[src/rtl/pwm_pkg.sv]
// Shared types and constants for the PWM generator / capture pair.
package pwm_pkg;

    // Default counter width, matching the generator's 32-bit period/width registers.
    localparam int PWM_CNT_W = 32;

    // Capture state machine states.
    typedef enum logic [1:0] {
        IDLE = 2'd0,
        ARM  = 2'd1,
        HIGH = 2'd2,
        LOW  = 2'd3
    } pwm_cap_state_t;

endpackage

[src/rtl/sync_edge_det.sv]
// Synchronizes an asynchronous level and produces registered rise/fall strobes.
// rise/fall are registered so every edge sees the same fixed 3-cycle delay from
// pwm_in to the consumer; level is the history flop, aligned with rise/fall.
module sync_edge_det (
    input  logic clk,
    input  logic rst,
    input  logic din,
    output logic level,
    output logic rise,
    output logic fall
);

    logic s1;
    logic s2;

    // Two-flop synchronizer, history flop and edge strobes.
    always_ff @(posedge clk) begin
        if (rst) begin
            s1    <= 1'b0;
            s2    <= 1'b0;
            level <= 1'b0;
            rise  <= 1'b0;
            fall  <= 1'b0;
        end else begin
            s1    <= din;
            s2    <= s1;
            level <= s2;
            rise  <= s2 & ~level;
            fall  <= ~s2 & level;
        end
    end

endmodule

[src/rtl/pwm_capture.sv]
// PWM period / high-width capture with stuck-line detection.
module pwm_capture
    import pwm_pkg::*;
#(
    parameter int               CNT_W   = PWM_CNT_W,
    parameter logic [CNT_W-1:0] TIMEOUT = CNT_W'(1_000_000)
) (
    input  logic             clk,
    input  logic             rst,
    input  logic             en,
    input  logic             pwm_in,
    output logic [CNT_W-1:0] period,
    output logic [CNT_W-1:0] width,
    output logic             valid,
    output logic             stuck,
    output logic             stuck_level
);

    localparam logic [CNT_W-1:0] CNT_MAX = '1;
    localparam logic [CNT_W-1:0] CNT_ONE = CNT_W'(1);

    pwm_cap_state_t   state;
    logic             lvl;
    logic             rise;
    logic             fall;
    logic [CNT_W-1:0] cnt_per;
    logic [CNT_W-1:0] cnt_hi;
    logic [CNT_W-1:0] per_inc;
    logic [CNT_W-1:0] hi_inc;
    logic             timeout;

    sync_edge_det u_sync (
        .clk   (clk),
        .rst   (rst),
        .din   (pwm_in),
        .level (lvl),
        .rise  (rise),
        .fall  (fall)
    );

    // Saturating increments: counters stick at all-ones instead of wrapping.
    // cnt_per counts cycles elapsed since the last rise (or ARM entry), so it
    // is loaded with 1 on restart and equals the period when the next rise lands.
    assign per_inc = (cnt_per == CNT_MAX) ? cnt_per : cnt_per + CNT_ONE;
    assign hi_inc  = (cnt_hi  == CNT_MAX) ? cnt_hi  : cnt_hi  + CNT_ONE;
    assign timeout = (cnt_per >= TIMEOUT);

    // Capture FSM with counters and registered outputs; en low overrides edges.
    always_ff @(posedge clk) begin
        if (rst) begin
            state       <= IDLE;
            cnt_per     <= '0;
            cnt_hi      <= '0;
            period      <= '0;
            width       <= '0;
            valid       <= 1'b0;
            stuck       <= 1'b0;
            stuck_level <= 1'b0;
        end else begin
            valid <= 1'b0;
            if (!en) begin
                state   <= IDLE;
                cnt_per <= '0;
                cnt_hi  <= '0;
            end else begin
                case (state)
                    IDLE: begin
                        state   <= ARM;
                        cnt_per <= CNT_ONE;
                        cnt_hi  <= '0;
                    end
                    default: begin
                        if (rise) begin
                            // The first rise after ARM only opens a measurement.
                            if (state != ARM) begin
                                valid  <= 1'b1;
                                period <= cnt_per;
                                width  <= cnt_hi;
                            end
                            state   <= HIGH;
                            cnt_per <= CNT_ONE;
                            cnt_hi  <= CNT_ONE;
                            stuck   <= 1'b0;
                        end else if (timeout) begin
                            state       <= ARM;
                            cnt_per     <= CNT_ONE;
                            cnt_hi      <= '0;
                            stuck       <= 1'b1;
                            stuck_level <= lvl;
                        end else begin
                            cnt_per <= per_inc;
                            if (state == HIGH) begin
                                if (fall) state  <= LOW;
                                else      cnt_hi <= hi_inc;
                            end
                        end
                    end
                endcase
            end
        end
    end

endmodule
[config.mk]
export PLATFORM = sky130hd
export DESIGN_NAME = pwm_capture
export DESIGN_NICKNAME = d
export VERILOG_FILES = /design/src/rtl/pwm_pkg.sv /design/src/rtl/sync_edge_det.sv /design/src/rtl/pwm_capture.sv
export SDC_FILE = /design/constraint.sdc
export NUM_CORES = 1
export LEC_CHECK = 0
export ABC_AREA = 0
export ABC_CLOCK_PERIOD_IN_PS = 5900
export CAP_MARGIN = 25
export CELL_PAD_IN_SITES_DETAIL_PLACEMENT = 0
export CELL_PAD_IN_SITES_GLOBAL_PLACEMENT = 1
export CORE_MARGIN = 1.5
export CORE_UTILIZATION = 42
export CTS_CLUSTER_DIAMETER = 80
export DETAILED_ROUTE_END_ITERATION = 6
export DONT_BUFFER_PORTS = 1
export GPL_TIMING_DRIVEN = 0
export PLACE_DENSITY_LB_ADDON = 0.08
export SLEW_MARGIN = 20
export SYNTH_ARGS = -nofsm -noshare
export SYNTH_HDL_FRONTEND = slang
export SYNTH_SLANG_ARGS = --single-unit
[constraint.sdc]
create_clock -name clk -period 5.9 [get_ports clk]
set_input_delay 0.885 -clock clk [delete_from_list [all_inputs] [get_ports clk]]
set_output_delay 0.885 -clock clk [all_outputs]
set_load 0.005 [all_outputs]
==> flow_results.xml, run 1 <==
<?xml version="1.0" encoding="UTF-8"?>
<metrics>
  <group name="worst_setup_path">
    <metric name="critPathSlowestCell" unit="">sky130_fd_sc_hd__nor4_4</metric>
    <metric name="cp.required" unit="ns">6.25</metric>
    <metric name="r2r-end" unit="">cnt_hi[1]$_SDFFE_PP0P_</metric>
    <metric name="critPathCapture" unit="">cnt_hi[1]$_SDFFE_PP0P_</metric>
    <metric name="crit_path_start" unit="">cnt_hi[0]$_SDFFE_PP0P_</metric>
    <metric name="worstRegToRegCells" unit="">8</metric>
    <metric name="worst-path-stages" unit="">8</metric>
    <metric name="r2r_start" unit="">cnt_hi[0]$_SDFFE_PP0P_</metric>
    <metric name="crit_chain" unit="">ha_1 &gt; nand3_1 &gt; or4_4 &gt; nor4_4 &gt; buf_4 &gt; buf_6 &gt; o21ai_0 &gt; a21oi_1</metric>
    <metric name="critPathTopFamily" unit="">simple AND/OR/NAND/NOR gates</metric>
    <metric name="worstPathArrival" unit="ns">3.04</metric>
    <metric name="path_class" unit="">reg -&gt; reg</metric>
    <metric name="slowest_delay" unit="ns">0.57</metric>
    <metric name="worst_path_buffer_plus_inverter_count" unit="">2</metric>
    <metric name="end_kind" unit="">register</metric>
    <metric name="crit_path_max_fanout" unit="">10</metric>
    <metric name="reg_to_reg_slack_setup" unit="ns">3.20</metric>
    <metric name="critPathLaunchType" unit="">register</metric>
  </group>
  <group name="power">
    <metric name="leakage" unit="nW">1.92</metric>
    <metric name="irDropWorstVdd" unit="mV">0.172</metric>
    <metric name="cell_internal_pwr" unit="mW">1.61</metric>
    <metric name="finalPower" unit="mW">2.00</metric>
    <metric name="clock_power_share" unit="">0.520</metric>
    <metric name="sequential_share_of_power" unit="">0.472</metric>
    <metric name="power_switching" unit="mW">0.395</metric>
    <metric name="sw_frac_of_total" unit="">0.198</metric>
    <metric name="power_density" unit="nW/µm²">315</metric>
    <metric name="power.share.combinational" unit="">0.008</metric>
  </group>
  <group name="cts">
    <metric name="postCtsHoldBufs" unit="">0</metric>
    <metric name="clk_pin_slew_worst_paths" unit="ns">0.05</metric>
    <metric name="clock_sink_count" unit="">138</metric>
    <metric name="ctsResizeCount" unit="">0</metric>
    <metric name="tritoncts.num_buffers" unit="">17</metric>
    <metric name="ctsRootBufferMaster" unit="">sky130_fd_sc_hd__clkbuf_16</metric>
    <metric name="clkLatencyLatePin" unit="ns">0.42</metric>
    <metric name="cts_max_path_buffers" unit="">2</metric>
    <metric name="cts_htree_levels" unit="">4</metric>
    <metric name="postCtsSetupRepairBufs" unit="">0</metric>
    <metric name="cts_tree" unit="">built</metric>
  </group>
  <group name="floorplan">
    <metric name="dieHeight" unit="µm">118</metric>
    <metric name="floorplan.die_area" unit="µm²">13800</metric>
    <metric name="die_width" unit="µm">118</metric>
    <metric name="start_util" unit="">0.433</metric>
    <metric name="core_area" unit="µm²">12700</metric>
    <metric name="rows" unit="">41</metric>
    <metric name="io_pins" unit="">71</metric>
  </group>
  <group name="synth">
    <metric name="synth.largest_area_cell" unit="">sky130_fd_sc_hd__dfxtp_1</metric>
    <metric name="synth_enable_flop_cells" unit="">0</metric>
    <metric name="seq_area_frac_synth" unit="">0.502</metric>
    <metric name="syn_area_per_cell" unit="µm²">8.31</metric>
    <metric name="synth-warning-count" unit="">0</metric>
    <metric name="synth_ff_type" unit="">sky130_fd_sc_hd__dfxtp_1</metric>
    <metric name="post_synthesis_async_set_or_reset_flop_share" unit="">0</metric>
    <metric name="postSynthCellCount" unit="">663</metric>
    <metric name="yosysTopAreaCellShare" unit="">0.502</metric>
    <metric name="mappedNetlistArea" unit="µm²">5510</metric>
    <metric name="synth.distinct_cells" unit="">44</metric>
    <metric name="synthTopCellsByArea" unit="">sky130_fd_sc_hd__dfxtp_1 50%, sky130_fd_sc_hd__a21oi_1 9.8%, sky130_fd_sc_hd__nand2_1 9.8%</metric>
    <metric name="ys_ff_latch" unit="">138</metric>
  </group>
  <group name="place">
    <metric name="dp_cells" unit="">846</metric>
    <metric name="place.port_buffers" unit="">0</metric>
    <metric name="gpl.final_weighted_congestion" unit="">0.794</metric>
    <metric name="pre_cts_ws" unit="ns">3.16</metric>
    <metric name="hpwlAfterDp" unit="mm">9.72</metric>
  </group>
  <group name="final_layout">
    <metric name="areaGrowthSynthToFinish" unit="%">15.2</metric>
    <metric name="mostFrequentLayoutCells" unit="">144 x sky130_fd_sc_hd__nand2_1, 138 x sky130_fd_sc_hd__dfxtp_1, 108 x sky130_fd_sc_hd__a21oi_1</metric>
    <metric name="layout_commonest_cell" unit="">sky130_fd_sc_hd__nand2_1</metric>
    <metric name="design.final.nets" unit="">700</metric>
    <metric name="finalNonFillerCells" unit="">877</metric>
    <metric name="final_layout_size_suffix_gt1_frac" unit="">0.0553</metric>
    <metric name="fillCellCount" unit="">1292</metric>
    <metric name="antenna_cell_count" unit="">0</metric>
  </group>
  <group name="route">
    <metric name="drt_wl_cell" unit="µm">15.6</metric>
    <metric name="drtPass1Iterations" unit="">5</metric>
    <metric name="detail_route.iter0.violations" unit="">307</metric>
    <metric name="dr_total_vias" unit="">4791</metric>
    <metric name="drtAntennaViolNets" unit="">0</metric>
    <metric name="viasPerCell" unit="">5.46</metric>
    <metric name="routed_wl" unit="mm">13.7</metric>
    <metric name="drt_drc_violations_left" unit="">0</metric>
  </group>
  <group name="global_routing">
    <metric name="grt_pass1_vias" unit="">4547</metric>
    <metric name="grt_first_pass_wirelength" unit="mm">22.8</metric>
    <metric name="gr-total-overflow" unit="">0</metric>
    <metric name="grt_max_degree" unit="">17</metric>
    <metric name="total_routing_resource_utilization_after_global_routing" unit="">0.206</metric>
    <metric name="antenna_found_initial" unit="">1</metric>
  </group>
  <group name="timing">
    <metric name="worst_path_setup_slack_after_routing" unit="ns">3.20</metric>
    <metric name="finalSetupTns" unit="ns">0</metric>
    <metric name="grt_setup_unrepaired" unit="">no</metric>
    <metric name="layout_worst_path_cycle_share" unit="">0.457</metric>
    <metric name="hold_ws" unit="ns">0.399</metric>
    <metric name="clock-skew-final" unit="ns">0.00718</metric>
    <metric name="maxSlewViolCount" unit="">0</metric>
    <metric name="timing_hold_violations_final" unit="">0</metric>
    <metric name="timing_worst_slew_pin_value" unit="ns">0.996</metric>
    <metric name="setup_violators_final" unit="">0</metric>
    <metric name="post_layout_min_period" unit="ns">2.70</metric>
    <metric name="achievable-frequency" unit="MHz">371</metric>
    <metric name="relSlewSlack" unit="">0.334</metric>
  </group>
  <group name="min_path">
    <metric name="timing.hold.worst.class" unit="">reg -&gt; reg</metric>
    <metric name="min_from" unit="">u_sync.s2$_SDFF_PP0_</metric>
  </group>
  <group name="run_status">
    <metric name="status" unit="">complete, no violations</metric>
  </group>
  <group name="run">
    <metric name="timing.max_cap.violations" unit="">0</metric>
  </group>
</metrics>
## cells by family (layout without fill, tap and decap cells)
kind of cell    Yosys count  count (layout)  share of synthesized area
compound gates          165             165                      0.167
xor+xnor                  5               5                    0.00795
fa+ha+maj                 3               3                    0.00682
buf+inv                  48              79                     0.0350
flops                   138             138                      0.502
mux                       2               2                    0.00364
other cells               1              12                   0.000681
simple gates            301             301                      0.277
## how the worst min path moves through the flow
| stage | slack, ns | cells after the start | endpoint |
|---|---|---|---|
| 3_3_place_gp | 0.40 | 1 | u_sync.fall$_SDFF_PP0_ |
| 3_5_place_dp | 0.39 | 1 | u_sync.fall$_SDFF_PP0_ |
| 2_1_floorplan | 0.38 | 1 | u_sync.fall$_SDFF_PP0_ |
| 6_report | 0.40 | 1 | u_sync.fall$_SDFF_PP0_ |
| 4_1_cts | 0.40 | 1 | u_sync.fall$_SDFF_PP0_ |
| 5_1_grt | 0.41 | 1 | u_sync.fall$_SDFF_PP0_ |
## flip-flops by register name (all words and copies together), names as in the netlist
signal        cells
cnt_hi           32
cnt_per          32
period           32
state             2
stuck             1
stuck_level       1
u_sync.fall       1
u_sync.level      1
u_sync.rise       1
u_sync.s1         1
u_sync.s2         1
valid             1
width            32
## synth_stat cells, types with 7 or more instances
master                     number
sky130_fd_sc_hd__nand4_1       14
sky130_fd_sc_hd__inv_1         11
sky130_fd_sc_hd__nor2_1        19
sky130_fd_sc_hd__o31ai_1       21
sky130_fd_sc_hd__clkbuf_1      32
sky130_fd_sc_hd__dfxtp_1      138
sky130_fd_sc_hd__nor4_1        10
sky130_fd_sc_hd__nand2_1      144
sky130_fd_sc_hd__a21oi_1      108
sky130_fd_sc_hd__o21ai_0       24
sky130_fd_sc_hd__or3_1         22
sky130_fd_sc_hd__nand3_1       28
sky130_fd_sc_hd__and4_1         7
sky130_fd_sc_hd__or4_1         21
## routing by layer
metal	vias up	share of wire	routed length, µm	global-route usage
li1	2424	-	-	-
met1	2225	0.46	6260	0.263
met2	116	0.46	6290	0.329
met3	24	0.061	841	0.0601
met4	2	0.022	295	0.0838
met5	-	0.00088	12	0
## per-stage QoR
step,utilization,instance area [µm²]
floorplan,-,5550
global placement,0.453,5760
detailed placement,0.453,5760
CTS,0.499,6340
global route,0.499,6340
finish,0.499,6340
## final cells by class
type / count / area [µm²] / share of cell area
Inverter: 11 / 41.3 / 0.00651
Multi-Input combinational cell: 488 / 2590 / 0.409
Sequential cell: 138 / 2760 / 0.435
Clock buffer: 24 / 492 / 0.0775
Buffer: 37 / 151 / 0.0239
Tap cell: 172 / 215 / 0.0339
Clock inverter: 7 / 90.1 / 0.0142
## power groups by stage
stage	logic (mW)	clock network (mW)	registers (mW)
3_5_place_dp	0.0169	0	0.964
2_1_floorplan	0.0126	0	0.963
6_report	0.0168	1.04	0.944
3_3_place_gp	0.0165	0	0.964
4_1_cts	0.0170	1.06	0.944
5_1_grt	0.0195	1.11	0.945
Note: power is estimated with default switching activity, not from simulation.
==> run 2: changes to the inputs <==
ABC_CLOCK_PERIOD_IN_PS = 2200   (was 5900)
clock period = 2.2 ns   (was 5.9 ns; I/O delays follow)
==> run 2 against run 1 <==
  * The run now ends with negative setup slack left
  * Final area is 8.3% higher
  * Fmax is 19% higher
  * Non-clock buffer count increased by 22
  * First-iteration DRC count down 2.9%
  * Flip-flop and latch count unchanged
  * Wire length up 5.7%
  * Die area did not move
  * Sequential share of layout area is 2.8 points lower
==> flow_results.xml, run 2 (synthesis results as in run 1) <==
<?xml version="1.0" encoding="UTF-8"?>
<metrics>
  <group name="power">
    <metric name="sequential_share_of_power" unit="">0.472</metric>
    <metric name="sw_frac_of_total" unit="">0.199</metric>
    <metric name="finalPower" unit="mW">5.37</metric>
    <metric name="cell_internal_pwr" unit="mW">4.30</metric>
    <metric name="power_switching" unit="mW">1.07</metric>
    <metric name="power.share.combinational" unit="">0.009</metric>
    <metric name="leakage" unit="nW">2.17</metric>
    <metric name="power_density" unit="nW/µm²">782</metric>
    <metric name="clock_power_share" unit="">0.520</metric>
    <metric name="irDropWorstVdd" unit="mV">0.487</metric>
  </group>
  <group name="timing">
    <metric name="maxSlewViolCount" unit="">0</metric>
    <metric name="achievable-frequency" unit="MHz">443</metric>
    <metric name="timing_hold_violations_final" unit="">0</metric>
    <metric name="relSlewSlack" unit="">0.589</metric>
    <metric name="hold_ws" unit="ns">0.0323</metric>
    <metric name="timing_worst_slew_pin_value" unit="ns">0.615</metric>
    <metric name="layout_worst_path_cycle_share" unit="">1.03</metric>
    <metric name="worst_path_setup_slack_after_routing" unit="ns">-0.0577</metric>
    <metric name="post_layout_min_period" unit="ns">2.26</metric>
    <metric name="setup_violators_final" unit="">3</metric>
    <metric name="grt_setup_unrepaired" unit="">yes</metric>
    <metric name="clock-skew-final" unit="ns">0.0155</metric>
  </group>
  <group name="floorplan">
    <metric name="core_area" unit="µm²">12700</metric>
    <metric name="floorplan.die_area" unit="µm²">13800</metric>
    <metric name="io_pins" unit="">71</metric>
    <metric name="dieHeight" unit="µm">118</metric>
    <metric name="start_util" unit="">0.433</metric>
    <metric name="rows" unit="">41</metric>
    <metric name="die_width" unit="µm">118</metric>
  </group>
  <group name="worst_setup_path">
    <metric name="path_class" unit="">reg -&gt; reg</metric>
    <metric name="slowest_delay" unit="ns">0.39</metric>
    <metric name="worstPathArrival" unit="ns">2.56</metric>
    <metric name="reg_to_reg_slack_setup" unit="ns">-0.06</metric>
    <metric name="critPathSlowestCell" unit="">sky130_fd_sc_hd__or3b_4</metric>
    <metric name="r2r-end" unit="">cnt_hi[27]$_SDFFE_PP0P_</metric>
    <metric name="critPathLaunchType" unit="">register</metric>
    <metric name="worst_path_buffer_plus_inverter_count" unit="">3</metric>
    <metric name="crit_chain" unit="">or3b_4 &gt; buf_8 &gt; nor4_4 &gt; nand4_1 &gt; clkbuf_8 &gt; buf_4 &gt; o31ai_1 &gt; a21oi_2</metric>
    <metric name="crit_path_max_fanout" unit="">7</metric>
    <metric name="worstRegToRegCells" unit="">8</metric>
    <metric name="critPathTopFamily" unit="">simple AND/OR/NAND/NOR gates</metric>
    <metric name="end_kind" unit="">register</metric>
    <metric name="r2r_start" unit="">state[1]$_SDFFE_PP0P_</metric>
    <metric name="cp.required" unit="ns">2.50</metric>
  </group>
  <group name="run_status">
    <metric name="violations_in_the_final_reports" unit="">negative setup slack</metric>
    <metric name="status" unit="">finished with violations</metric>
  </group>
  <group name="final_layout">
    <metric name="fillCellCount" unit="">1250</metric>
    <metric name="antenna_cell_count" unit="">0</metric>
    <metric name="layout_commonest_cell" unit="">sky130_fd_sc_hd__nand2_1</metric>
    <metric name="finalNonFillerCells" unit="">899</metric>
    <metric name="areaGrowthSynthToFinish" unit="%">24.7</metric>
    <metric name="final_core_util" unit="">0.540</metric>
    <metric name="final_layout_size_suffix_gt1_frac" unit="">0.176</metric>
    <metric name="mostFrequentLayoutCells" unit="">143 x sky130_fd_sc_hd__nand2_1, 118 x sky130_fd_sc_hd__dfxtp_1, 103 x sky130_fd_sc_hd__a21oi_1</metric>
    <metric name="design.final.nets" unit="">722</metric>
  </group>
  <group name="global_routing">
    <metric name="gr-total-overflow" unit="">0</metric>
    <metric name="antenna_found_initial" unit="">1</metric>
    <metric name="grt_first_pass_wirelength" unit="mm">23.4</metric>
    <metric name="grt_max_degree" unit="">17</metric>
    <metric name="grt_pass1_vias" unit="">4737</metric>
    <metric name="total_routing_resource_utilization_after_global_routing" unit="">0.211</metric>
  </group>
  <group name="route">
    <metric name="drt-met1-wl" unit="mm">6.59</metric>
    <metric name="routed_wl" unit="mm">14.5</metric>
    <metric name="met3_routed_wl" unit="µm">681</metric>
    <metric name="route.top_layer_used" unit="">met5</metric>
    <metric name="route.met2.wl" unit="mm">6.90</metric>
    <metric name="viasPerCell" unit="">5.44</metric>
    <metric name="drtPass1Iterations" unit="">5</metric>
    <metric name="drtAntennaViolNets" unit="">0</metric>
    <metric name="drt_drc_violations_left" unit="">0</metric>
    <metric name="dr_total_vias" unit="">4892</metric>
    <metric name="drt_wl_cell" unit="µm">16.1</metric>
    <metric name="detail_route.iter0.violations" unit="">298</metric>
  </group>
  <group name="cts">
    <metric name="tritoncts.num_buffers" unit="">17</metric>
    <metric name="cts_max_path_buffers" unit="">2</metric>
    <metric name="clk_pin_slew_worst_paths" unit="ns">0.06</metric>
    <metric name="clkLatencyLatePin" unit="ns">0.43</metric>
    <metric name="cts_htree_levels" unit="">4</metric>
    <metric name="cts_tree" unit="">built</metric>
    <metric name="postCtsHoldBufs" unit="">0</metric>
    <metric name="clock_sink_count" unit="">138</metric>
    <metric name="ctsRootBufferMaster" unit="">sky130_fd_sc_hd__clkbuf_16</metric>
  </group>
  <group name="place">
    <metric name="place.port_buffers" unit="">0</metric>
    <metric name="dp_cells" unit="">846</metric>
    <metric name="gpl.final_weighted_congestion" unit="">0.794</metric>
    <metric name="pre_cts_ws" unit="ns">-0.467</metric>
    <metric name="hpwlAfterDp" unit="mm">9.72</metric>
  </group>
  <group name="min_path">
    <metric name="worst_hold_path.endpoint" unit="">u_sync.s1$_SDFF_PP0_</metric>
    <metric name="hold_depth" unit="">1</metric>
    <metric name="timing.hold.worst.class" unit="">in -&gt; reg</metric>
    <metric name="min_from" unit="">pwm_in</metric>
  </group>
  <group name="run">
    <metric name="timing.max_cap.violations" unit="">0</metric>
  </group>
</metrics>
-- run 2: cell types whose count changed in the layout (fill, tap and decap cells not counted), sizes merged --
cell,delta
clkbuf,-6
buf,+28
-- run 2: worst register-to-register path: stages, from the launching register on --
cell and delay, ns:
sky130_fd_sc_hd__dfxtp_4 0.35, sky130_fd_sc_hd__or3b_4 0.39, sky130_fd_sc_hd__buf_8 0.14, sky130_fd_sc_hd__nor4_4 0.23
sky130_fd_sc_hd__nand4_1 0.22, sky130_fd_sc_hd__clkbuf_8 0.22, sky130_fd_sc_hd__buf_4 0.14, sky130_fd_sc_hd__o31ai_1 0.34
sky130_fd_sc_hd__a21oi_2 0.10
-- run 2: routing by layer --
| layer | vias up | global-route usage |
|---|---|---|
| met5 | - | 0 |
| met4 | 2 | 0.0960 |
| met3 | 23 | 0.0630 |
| met2 | 101 | 0.334 |
| met1 | 2295 | 0.267 |
| li1 | 2471 | - |
-- run 2: timing repair --
action,CTS,global route
endpoints found under the setup margin,51,112
gates resized for setup,49,53
pin swaps,11,16
buffers inserted,18,5
-- run 2: area by class of cell --
cell class / instances / area, µm² / area share
Buffer: 35 / 215 / 0.0313
Clock buffer: 24 / 492 / 0.0716
Clock inverter: 7 / 90.1 / 0.0131
Inverter: 11 / 41.3 / 0.00601
Multi-Input combinational cell: 488 / 2840 / 0.413
Sequential cell: 138 / 2800 / 0.408
Tap cell: 172 / 215 / 0.0313
Timing Repair Buffer: 24 / 178 / 0.0259
-- run 2: how the worst max path moves through the flow --
stage               slack (ns)                 endpoint  cells after the start                    from
global placement         -0.41   cnt_hi[1]$_SDFFE_PP0P_                      8  cnt_hi[0]$_SDFFE_PP0P_
detailed placement       -0.47   cnt_hi[1]$_SDFFE_PP0P_                      8  cnt_hi[0]$_SDFFE_PP0P_
floorplan                0.009  cnt_hi[28]$_SDFFE_PP0P_                      6  cnt_hi[0]$_SDFFE_PP0P_
CTS                      -0.06  cnt_hi[28]$_SDFFE_PP0P_                      6  cnt_hi[1]$_SDFFE_PP0P_
global route             -0.09  cnt_hi[27]$_SDFFE_PP0P_                      8   state[1]$_SDFFE_PP0P_
finish                   -0.06  cnt_hi[27]$_SDFFE_PP0P_                      8   state[1]$_SDFFE_PP0P_
-- run 2: power by group through the flow --
stage / sequential, mW / combinational [mW] / clock (mW)
after detailed placement: 2.59 / 0.0452 / 0
after CTS: 2.53 / 0.0462 / 2.85
after global routing: 2.53 / 0.0546 / 2.97
after floorplan: 2.58 / 0.0338 / 0
final: 2.53 / 0.0475 / 2.79
after global placement: 2.59 / 0.0444 / 0
-- run 2: stage by stage --
stage	TNS (ns)	instance area (µm²)
6_report	-0.110	6870
5_1_grt	-0.299	6870
4_1_cts	-0.133	6650
3_5_place_dp	-17.03	5760
3_3_place_gp	-15.22	5760
2_1_floorplan	0	5550
